File: src/rtl/hud_card_addr.sv
// HUD card texture addressing: two-stage pixel-to-BRAM address pipeline with a
// per-player slot reveal sequencer that hides cards until their turn comes.
module hud_card_addr #(
  parameter int MEM_W         = 120,
  parameter int IMG_W         = 60,
  parameter int IMG_H         = 120,
  parameter int SLOTS         = 3,
  parameter int Y0            = 360,
  parameter int P1_X0         = 60,
  parameter int P2_X0         = 400,
  parameter int REVEAL_FRAMES = 30,
  parameter int ADDR_W        = 14
) (
  input  logic              clk,
  input  logic              rst_n,
  input  logic [9:0]        h_cnt,
  input  logic [9:0]        v_cnt,
  input  logic              frame_start,
  input  logic [SLOTS-1:0]  p1_pattern,
  input  logic [SLOTS-1:0]  p2_pattern,
  input  logic              p1_reveal,
  input  logic              p2_reveal,
  output logic [ADDR_W-1:0] mem_addr,
  output logic              is_active,
  output logic              player,
  output logic [2:0]        slot_idx,
  output logic              p1_busy,
  output logic              p2_busy
);

  localparam int REV_W = $clog2(SLOTS + 1);
  localparam int FRM_W = (REVEAL_FRAMES > 1) ? $clog2(REVEAL_FRAMES) : 1;
  localparam logic [REV_W-1:0] REV_MAX  = REV_W'(SLOTS);
  localparam logic [FRM_W-1:0] FRM_LAST = FRM_W'(REVEAL_FRAMES - 1);

  typedef enum logic {ST_IDLE = 1'b0, ST_RUN = 1'b1} state_t;

  state_t           r_state  [2];
  logic [REV_W-1:0] r_rev    [2];
  logic [FRM_W-1:0] r_frm    [2];
  state_t           w_state_nx [2];
  logic [REV_W-1:0] w_rev_nx [2];
  logic [FRM_W-1:0] w_frm_nx [2];
  logic [1:0]       w_reveal;

  logic [SLOTS-1:0] r_pat1, r_pat2;

  logic [31:0] w_h, w_v, w_dx, w_slot, w_lx, w_ly;
  logic        w_in_v, w_in_p1, w_in_p2, w_sel_p2, w_visible, w_act, w_patbit;
  logic [REV_W-1:0] w_rev_cur;
  logic [7:0]  w_pat8;

  logic        r1_act, r1_player, r1_pat;
  logic [2:0]  r1_slot;
  logic [9:0]  r1_lx, r1_ly;
  logic [31:0] w_addr_full;

  assign w_reveal = {p2_reveal, p1_reveal};

  // Reveal sequencer next state; a reveal pulse overrides any frame advance.
  always_comb begin
    for (int p = 0; p < 2; p++) begin
      w_state_nx[p] = r_state[p];
      w_rev_nx[p]   = r_rev[p];
      w_frm_nx[p]   = r_frm[p];
      if (w_reveal[p]) begin
        w_state_nx[p] = ST_RUN;
        w_rev_nx[p]   = {REV_W{1'b0}};
        w_frm_nx[p]   = {FRM_W{1'b0}};
      end else if (r_state[p] == ST_RUN) begin
        if (frame_start) begin
          if (r_frm[p] == FRM_LAST) begin
            w_frm_nx[p] = {FRM_W{1'b0}};
            w_rev_nx[p] = r_rev[p] + {{(REV_W-1){1'b0}}, 1'b1};
          end else begin
            w_frm_nx[p] = r_frm[p] + {{(FRM_W-1){1'b0}}, 1'b1};
            w_rev_nx[p] = r_rev[p];
          end
        end else begin
          w_frm_nx[p] = r_frm[p];
          w_rev_nx[p] = r_rev[p];
        end
        if (w_rev_nx[p] == REV_MAX) begin
          w_state_nx[p] = ST_IDLE;
        end else begin
          w_state_nx[p] = ST_RUN;
        end
      end else begin
        w_state_nx[p] = ST_IDLE;
        w_rev_nx[p]   = REV_MAX;
        w_frm_nx[p]   = {FRM_W{1'b0}};
      end
    end
  end

  // Reveal sequencer state registers and frame-latched card patterns.
  always_ff @(posedge clk or negedge rst_n) begin
    if (!rst_n) begin
      for (int p = 0; p < 2; p++) begin
        r_state[p] <= ST_IDLE;
        r_rev[p]   <= REV_MAX;
        r_frm[p]   <= {FRM_W{1'b0}};
      end
      r_pat1 <= {SLOTS{1'b0}};
      r_pat2 <= {SLOTS{1'b0}};
    end else begin
      for (int p = 0; p < 2; p++) begin
        r_state[p] <= w_state_nx[p];
        r_rev[p]   <= w_rev_nx[p];
        r_frm[p]   <= w_frm_nx[p];
      end
      if (frame_start) begin
        r_pat1 <= p1_pattern;
        r_pat2 <= p2_pattern;
      end else begin
        r_pat1 <= r_pat1;
        r_pat2 <= r_pat2;
      end
    end
  end

  assign p1_busy = (r_state[0] == ST_RUN);
  assign p2_busy = (r_state[1] == ST_RUN);

  // Stage-1 decode; P1 takes priority should the two regions ever overlap.
  always_comb begin
    w_h       = 32'(h_cnt);
    w_v       = 32'(v_cnt);
    w_in_v    = (w_v >= 32'(Y0)) && (w_v < 32'(Y0 + IMG_H));
    w_in_p1   = w_in_v && (w_h >= 32'(P1_X0)) && (w_h < 32'(P1_X0 + SLOTS * IMG_W));
    w_in_p2   = w_in_v && (w_h >= 32'(P2_X0)) && (w_h < 32'(P2_X0 + SLOTS * IMG_W));
    w_sel_p2  = !w_in_p1;
    w_dx      = w_sel_p2 ? (w_h - 32'(P2_X0)) : (w_h - 32'(P1_X0));
    w_slot    = w_dx / 32'(IMG_W);
    w_lx      = w_dx % 32'(IMG_W);
    w_ly      = w_v - 32'(Y0);
    w_rev_cur = w_sel_p2 ? r_rev[1] : r_rev[0];
    w_pat8    = w_sel_p2 ? 8'(r_pat2) : 8'(r_pat1);
    w_visible = w_slot < 32'(w_rev_cur);
    w_act     = (w_in_p1 || w_in_p2) && w_visible;
    w_patbit  = w_pat8[w_slot[2:0]];
  end

  // Stage-1 pipeline registers; everything is zeroed for inactive pixels.
  always_ff @(posedge clk or negedge rst_n) begin
    if (!rst_n) begin
      r1_act    <= 1'b0;
      r1_player <= 1'b0;
      r1_slot   <= 3'd0;
      r1_pat    <= 1'b0;
      r1_lx     <= 10'd0;
      r1_ly     <= 10'd0;
    end else begin
      r1_act    <= w_act;
      r1_player <= w_act & w_sel_p2;
      r1_slot   <= w_act ? w_slot[2:0] : 3'd0;
      r1_pat    <= w_act & w_patbit;
      r1_lx     <= w_act ? w_lx[9:0] : 10'd0;
      r1_ly     <= w_act ? w_ly[9:0] : 10'd0;
    end
  end

  assign w_addr_full = 32'(r1_ly) * 32'(MEM_W) + (r1_pat ? 32'(IMG_W) : 32'd0) + 32'(r1_lx);

  // Stage-2 output registers.
  always_ff @(posedge clk or negedge rst_n) begin
    if (!rst_n) begin
      mem_addr  <= {ADDR_W{1'b0}};
      is_active <= 1'b0;
      player    <= 1'b0;
      slot_idx  <= 3'd0;
    end else begin
      mem_addr  <= r1_act ? w_addr_full[ADDR_W-1:0] : {ADDR_W{1'b0}};
      is_active <= r1_act;
      player    <= r1_player;
      slot_idx  <= r1_slot;
    end
  end

endmodule

File: config.mk
export PLATFORM = sky130hd
export DESIGN_NAME = hud_card_addr
export DESIGN_NICKNAME = d
export VERILOG_FILES = /design/src/rtl/hud_card_addr.sv
export SDC_FILE = /design/constraint.sdc
export NUM_CORES = 1
export LEC_CHECK = 0
export BUFFER_PORTS_ARGS = -buffer_cell sky130_fd_sc_hd__buf_2
export CAP_MARGIN = 20
export CORE_MARGIN = 10
export CORE_UTILIZATION = 28
export CTS_CLUSTER_SIZE = 8
export DETAILED_ROUTE_END_ITERATION = 10
export PLACE_DENSITY = 0.5
export SLEW_MARGIN = 20
export SYNTH_ARGS = -nofsm -noshare
export SYNTH_HDL_FRONTEND = slang
export SYNTH_SLANG_ARGS = --single-unit
File: constraint.sdc
create_clock -name clk -period 11.64 [get_ports clk]
set_input_delay 1.164 -clock clk [delete_from_list [all_inputs] [get_ports clk]]
set_output_delay 1.164 -clock clk [all_outputs]
set_load 0.03 [all_outputs]
Yosys cells after proc, flatten, opt, wreduce, memory -nomap -nowiden:

Cells that the tools add are included.

* word-level logic and storage cells: 90
* output and inout bits: 21
* bits in registers: 67

* bitwise gates (word level): 2
* $add $sub $neg: 9
* divide/modulo/power cells: 2
* equality and inequality tests: 6
* multipliers: 1
* mux-type cells: 36
* reduce and logical (&&, ||, !) cells: 8
* order comparisons: 8

Operators by type and width (number)
* $mux W5: 8
* $div A32 B6 Y32 const B: 1
* $lt A32 B2 Y1: 1
* $mod A32 B6 Y32 const B: 1
* $mux W32: 1
* $mux W2: 13
* $ge A10 B9 Y1 const B: 2
* $mux W10: 2
* $add A14 B10 Y14: 1
* $add A14 B6 Y14: 1
* $mux W14: 1
* $mul A10 B4 Y11 const B: 1
* $sub A10 B6 Y11 const B: 1
* $sub A10 B9 Y11 const B: 1
* $add A5 B1 Y5 const B: 2
* $eq A5 B5 Y1 const B: 2
* $ge A10 B6 Y1 const B: 1
* $lt A10 B10 Y1 const B: 1
* $lt A10 B8 Y1 const B: 1
* $lt A10 B9 Y1 const B: 1
* $sub A10 B9 Y10 const B: 1
* $mux W1: 7
* $logic_and A1 B1 Y1: 6
* $mux W3: 2
* 9 further kinds: 13

Logic depth before layout (Yosys ltp):

* depth after elaboration: 9
* depth in mapped cells: 20
* depth with buffers taken out: 17

Worst setup path after synthesis:

OpenSTA, ideal clock, no wires.

* path kind: input-to-reg
* from: input v_cnt[4]
* to: register r1_lx[5]
* setup slack: 6.151 ns
* arrival: 5.424 ns
* data required time: 11.575 ns
* stages on the path: 18
* path buffers: 1
* cells stage by stage: inv_1 -> ha_1 -> or4b_4 -> a211o_4 -> a21oi_4 -> mux2i_2 -> xnor2_4 -> o311ai_0 -> a21oi_1 -> a41oi_2 -> a211oi_2 -> nor3_2 -> inv_1 -> ha_1 -> a221oi_1 -> o2111ai_2 -> buf_6 -> o21ba_1

* word-level cells in the longest chain between the ends: 9
* elaborated cells between the ends (all ways): 15
* those cells by class: div: 2; order compare: 3; mux: 3; reduce/logical: 7

RTL lines
* from (decl): line 17 `input logic [9:0] v_cnt,`
* $ge A10 B9 Y1 or $lt A10 B9 Y1 (tied branches): line 129 `w_in_v = (w_v >= 32'(Y0)) && (w_v < 32'(Y0 + IMG_H));`
* $logic_and A1 B1 Y1 *: line 129
* $logic_and A1 B1 Y1 (2 in series): line 130 `w_in_p1 = w_in_v && (w_h >= 32'(P1_X0)) && (w_h < 32'(P1_X0 + SLOTS * IMG_W));`
* $mux W32: line 133 `w_dx = w_sel_p2 ? (w_h - 32'(P2_X0)) : (w_h - 32'(P1_X0));`
* $div A32 B6 Y32: line 134 `w_slot = w_dx / 32'(IMG_W);`
* $lt A32 B2 Y1: line 139 `w_visible = w_slot < 32'(w_rev_cur);`
* $logic_and A1 B1 Y1: line 140 `w_act = (w_in_p1 || w_in_p2) && w_visible;`
* $mux W10 *: line 158 `r1_lx <= w_act ? w_lx[9:0] : 10'd0;`
* to (signal assigned): line 158
* to (decl): line 55 `logic [9:0] r1_lx, r1_ly;`

Mark *: on every way between the ends. The rest lies on a longest branch, timed or not.
A chain may end at the register's enable or synchronous reset.

Worst setup path after layout:

Same ends and word-level chain as after synthesis.

==> impl_results.html <==
<table>
<tr><th>Metric</th><th>Value</th></tr>
<tr><th colspan="2">Global routing</th></tr>
<tr><td>Most congested layer reported by global routing</td><td>met2</td></tr>
<tr><td>Vias in the first global route</td><td>just under 4k</td></tr>
<tr><td>Number of antenna violations at the first check in global routing</td><td>0</td></tr>
<tr><td>Met1 usage</td><td>0.128</td></tr>
<tr><td>Global routing met3 resource utilization</td><td>0.0265</td></tr>
<tr><td>Met2 track demand over resource</td><td>0.150</td></tr>
<tr><td>Grt total ovfl</td><td>0</td></tr>
<tr><td>Global-route wire length before repair</td><td>19500 µm</td></tr>
<tr><td>GRT Util Overall</td><td>0.0969</td></tr>
<tr><td>Pin count of the biggest net entering global routing</td><td>68</td></tr>
<tr><th colspan="2">Placed design</th></tr>
<tr><td>HPWL reported at the end of detailed placement</td><td>9090 µm</td></tr>
<tr><td>Worst Setup Slack post-DPL</td><td>4850 ps</td></tr>
<tr><td>Buffers on Ports</td><td>51</td></tr>
<tr><td>RD Place Congestion</td><td>0.920</td></tr>
<tr><th colspan="2">Power and ir drop</th></tr>
<tr><td>Pwr Density</td><td>113 nW/µm²</td></tr>
<tr><td>Psw</td><td>around 180 µW</td></tr>
<tr><td>Sequential Power Share</td><td>0.365</td></tr>
<tr><td>Clock network power share</td><td>0.447</td></tr>
<tr><td>P_leak</td><td>0.00287 µW</td></tr>
<tr><td>Cell internal pwr</td><td>483 µW</td></tr>
<tr><td>Switching share of total power</td><td>0.267</td></tr>
<tr><td>Comb power frac</td><td>0.188</td></tr>
<tr><td>Worst IR drop on VDD</td><td>0.0686 mV</td></tr>
<tr><th colspan="2">Layout</th></tr>
<tr><td>Layout cell share with drive strength beyond 1</td><td>0.186</td></tr>
<tr><td>Layout overhead on the synthesized area</td><td>16.3%</td></tr>
<tr><td>Final-stage net count</td><td>646</td></tr>
<tr><td>Count of fill cells added during filler insertion</td><td>between 1.5k and 2k</td></tr>
<tr><td>Diodes inserted</td><td>0</td></tr>
<tr><th colspan="2">Timing</th></tr>
<tr><td>Period minus WS final</td><td>6470 ps</td></tr>
<tr><td>Worst-Margin Slew</td><td>907 ps</td></tr>
<tr><td>Number of pins with negative max-slew slack in the final report</td><td>0</td></tr>
<tr><td>Final setup vio count</td><td>0</td></tr>
<tr><td>Slack of the critical path</td><td>5170 ps</td></tr>
<tr><td>Final sum of negative setup slack</td><td>0 ps</td></tr>
<tr><td>Final Hold Vio Count</td><td>0</td></tr>
<tr><td>Share of the cycle needed by the critical path after routing</td><td>0.556</td></tr>
<tr><td>Relative slew margins</td><td>0.395</td></tr>
<tr><td>Top achievable clock speed</td><td>0.154 GHz</td></tr>
<tr><td>Clock tree skew after final layout</td><td>around 4.8 ps</td></tr>
<tr><td>Setup repair after global routing missed its margin</td><td>no</td></tr>
<tr><th colspan="2">Synth</th></tr>
<tr><td>Synth cell count leaders</td><td>63 x sky130_fd_sc_hd__dfrtp_1, 41 x sky130_fd_sc_hd__nor2_1, 37 x sky130_fd_sc_hd__inv_1</td></tr>
<tr><td>Flops &amp; latches, synth</td><td>67</td></tr>
<tr><td>Area share of the leading cell type in the synthesized netlist</td><td>0.313</td></tr>
<tr><td>Part of the Yosys area used for sequential elements</td><td>0.334</td></tr>
<tr><td>Synthesized area per cell</td><td>a little under 10 µm²</td></tr>
<tr><td>Share of synthesized flip-flops with an asynchronous set or reset</td><td>1.00</td></tr>
<tr><td>EDFF count, synth</td><td>0</td></tr>
<tr><td>Biggest area consumer among synthesized cells</td><td>sky130_fd_sc_hd__dfrtp_1</td></tr>
<tr><td>Total of warnings raised by yosys</td><td>0</td></tr>
<tr><td>Commonest register cell after synthesis</td><td>sky130_fd_sc_hd__dfrtp_1</td></tr>
<tr><td>Most instantiated library cell after synthesis</td><td>sky130_fd_sc_hd__dfrtp_1</td></tr>
<tr><td>Synth top area cells</td><td>sky130_fd_sc_hd__dfrtp_1 31%, sky130_fd_sc_hd__ha_1 8.7%, sky130_fd_sc_hd__fa_1 7.5%</td></tr>
<tr><td>Synth unique cells</td><td>83</td></tr>
<tr><td>Post-Syn Instances</td><td>507</td></tr>
<tr><td>Total standard cell area after synthesis</td><td>5040 µm²</td></tr>
<tr><th colspan="2">Die</th></tr>
<tr><td>Core area</td><td>17500 µm²</td></tr>
<tr><td>Count of standard-cell rows</td><td>48</td></tr>
<tr><td>Die outline height</td><td>about 150 µm</td></tr>
<tr><td>Die area</td><td>around 24000 µm²</td></tr>
<tr><td>Initial Util</td><td>0.288</td></tr>
<tr><td>Die W</td><td>154 µm</td></tr>
<tr><td>I/O pin count</td><td>between 50 and 60</td></tr>
<tr><th colspan="2">Clock network</th></tr>
<tr><td>Number of hold buffers added after CTS</td><td>0</td></tr>
<tr><td>Clk buf depth</td><td>2</td></tr>
<tr><td>Buffer cell driving the clock tree root</td><td>sky130_fd_sc_hd__clkbuf_16</td></tr>
<tr><td>Clock transition time at the flip-flop clock pins of the worst setup and hold paths</td><td>50 ps</td></tr>
<tr><td>Skew-Pair Late Insertion Delay</td><td>~330 ps</td></tr>
<tr><td>CTS tree</td><td>built</td></tr>
<tr><td>Inserted Clock Buffers</td><td>9</td></tr>
<tr><td>Quantity of gates resized following cts</td><td>0</td></tr>
<tr><td>Number of buffers inserted by post-CTS setup repair</td><td>0</td></tr>
<tr><td>H-tree level count</td><td>3</td></tr>
<tr><td>Clock sink count</td><td>67</td></tr>
<tr><th colspan="2">Worst setup path</th></tr>
<tr><td>Peak fanout along the critical path</td><td>21</td></tr>
<tr><td>Crit path max-delay cell type</td><td>sky130_fd_sc_hd__o311ai_0</td></tr>
<tr><td>Cells on worst reg2reg path</td><td>16</td></tr>
<tr><td>Crit path max-delay family</td><td>compound AO/OA/AOI/OAI gates</td></tr>
<tr><td>Startpoint-to-endpoint class of the critical path</td><td>in2reg</td></tr>
<tr><td>Sequence of cells on the critical path</td><td>buf_2 &gt; inv_1 &gt; ha_1 &gt; or4b_4 &gt; a211o_4 &gt; a21oi_4 &gt; mux2i_1 &gt; xnor2_2 &gt; o311ai_0 &gt; a21oi_1 &gt; a41oi_2 &gt; a211oi_2 &gt; nor3_2 &gt; inv_1 &gt; ha_1 &gt; a221oi_1 &gt; o2111ai_2 &gt; o21ba_1</td></tr>
<tr><td>CP Data Required Time</td><td>between 10000 and 15000 ps</td></tr>
<tr><td>Data arrival, critical path</td><td>6740 ps</td></tr>
<tr><td>Setup crit end</td><td>r1_lx[5]</td></tr>
<tr><td>Kind of end point of the critical path</td><td>flip-flop</td></tr>
<tr><td>Worst path depth</td><td>18</td></tr>
<tr><td>Worst path max stage delay</td><td>700 ps</td></tr>
<tr><td>Worst reg-to-reg setup slack</td><td>7660 ps</td></tr>
<tr><td>Type of origin of the critical path</td><td>primary input</td></tr>
<tr><td>Endpoint of the lowest-slack register-to-register path</td><td>mem_addr[13]</td></tr>
<tr><td>WP buf/inv</td><td>3</td></tr>
<tr><td>Launch point of the worst path</td><td>v_cnt[4]</td></tr>
<tr><td>Reg-to-Reg Start</td><td>r1_ly[0]</td></tr>
<tr><th colspan="2">Detailed routing</th></tr>
<tr><td>Total number of vias</td><td>3793</td></tr>
<tr><td>Final ANT Viol Nets</td><td>0</td></tr>
<tr><td>Remaining routing DRC violations</td><td>0</td></tr>
<tr><td>Routed wire length</td><td>11400 µm</td></tr>
<tr><td>Routed wire per std cell</td><td>approximately 14 µm</td></tr>
<tr><td>Iteration count of the initial detailed-routing pass</td><td>4</td></tr>
<tr><td>Vias per std cell</td><td>4.80</td></tr>
<tr><td>Count of routing violations after the opening detailed-route iteration</td><td>231</td></tr>
<tr><th colspan="2">Run</th></tr>
<tr><td>Max_cap viols</td><td>0</td></tr>
<tr><th colspan="2">Worst hold path</th></tr>
<tr><td>Startpoint of the worst hold path</td><td>r1_slot[1]</td></tr>
<tr><td>Worst min-delay path class</td><td>reg2reg</td></tr>
<tr><th colspan="2">Status</th></tr>
<tr><td>Outcome</td><td>completed</td></tr>
</table>
==> per-layer routing <==
metal,vias up,part of all wire
met5,-,0
met4,0,0.013
met3,13,0.052
met2,75,0.45
met1,1806,0.49
li1,1899,-
==> metrics by stage <==
step / hold WS [ps] / instances / power, µW / util / area (µm²)
finish: 343 / 791 / 660 / 0.335 / 5860
global route: 354 / 791 / 695 / 0.335 / 5860
CTS: 345 / 791 / 669 / 0.335 / 5860
detailed placement: 335 / 775 / 369 / 0.316 / 5530
global placement: 332 / 775 / 368 / 0.316 / 5530
floorplan: 331 / 511 / 334 / - / 5050
==> cell usage in the layout (no fill, tap or decap), types with 3 or more instances in the layout <==
cell                        instances
sky130_fd_sc_hd__a311oi_1           3
sky130_fd_sc_hd__mux2_2             8
sky130_fd_sc_hd__xnor2_1           27
sky130_fd_sc_hd__and4_1             3
sky130_fd_sc_hd__nand4b_1           3
sky130_fd_sc_hd__o211a_1            3
sky130_fd_sc_hd__conb_1             5
sky130_fd_sc_hd__clkbuf_16          9
sky130_fd_sc_hd__ha_1              35
sky130_fd_sc_hd__o21bai_1           7
sky130_fd_sc_hd__fa_1              19
sky130_fd_sc_hd__dfrtp_1           63
sky130_fd_sc_hd__a31oi_1            4
sky130_fd_sc_hd__nor2b_1            4
sky130_fd_sc_hd__nand2b_1           5
sky130_fd_sc_hd__inv_1             37
sky130_fd_sc_hd__nand4_1            5
sky130_fd_sc_hd__and2_1            17
sky130_fd_sc_hd__dfstp_2            4
sky130_fd_sc_hd__nand2_1           35
sky130_fd_sc_hd__a211oi_2           3
sky130_fd_sc_hd__o21ai_0           15
sky130_fd_sc_hd__a21o_1            12
sky130_fd_sc_hd__xor2_1            12
sky130_fd_sc_hd__buf_2             51
sky130_fd_sc_hd__nor3_1            11
sky130_fd_sc_hd__o211ai_1           4
sky130_fd_sc_hd__nand3_1           11
sky130_fd_sc_hd__a21oi_1           30
sky130_fd_sc_hd__a211o_1            4
sky130_fd_sc_hd__nor2_1            41
sky130_fd_sc_hd__mux2i_1            9
==> cell type report <==
type	count	area [µm²]	share of cell area
inverter	37	139	0.0237
tap	225	282	0.0481
clock buffer	12	256	0.0438
clock inverter	4	72.6	0.0124
timing repair buffer	52	263	0.0449
multi-input combinational	394	3160	0.540
sequential	67	1680	0.287
==> power groups by stage <==
stage / Sequential, µW / Combinational [µW] / Clock (µW)
6_report: 241 / 124 / 295
2_1_floorplan: 245 / 89.8 / 0
4_1_cts: 241 / 124 / 304
3_3_place_gp: 245 / 123 / 0
5_1_grt: 242 / 138 / 316
3_5_place_dp: 245 / 124 / 0
==> registers in the layout, summed over array words and instances (netlist names), 4 cells and up <==
name / count
mem_addr: 14
r1_lx: 10
r1_ly: 10
r_frm: 10
r_rev: 4
==> worst min-delay path by stage <==
stage / end / depth (start not counted)
3_5_place_dp: slot_idx[1] / 0
2_1_floorplan: player / 0
5_1_grt: slot_idx[1] / 0
3_3_place_gp: slot_idx[2] / 0
6_report: slot_idx[1] / 0
4_1_cts: slot_idx[1] / 0
==> cell families (layout without fill, tap and decap cells) <==
kind of cell	after synthesis	in the layout	synth area share
AND/OR/NAND/NOR	154	154	0.161
buffers and inverters	50	105	0.0412
adder cells (fa/ha/maj)	54	54	0.162
XOR/XNOR	42	42	0.0797
AO/OA/AOI/OAI	121	121	0.183
flip-flops	67	67	0.334
other	1	5	0.000744
multiplexers	18	18	0.0385
No activity file was read; power rests on OpenSTA's default activity.
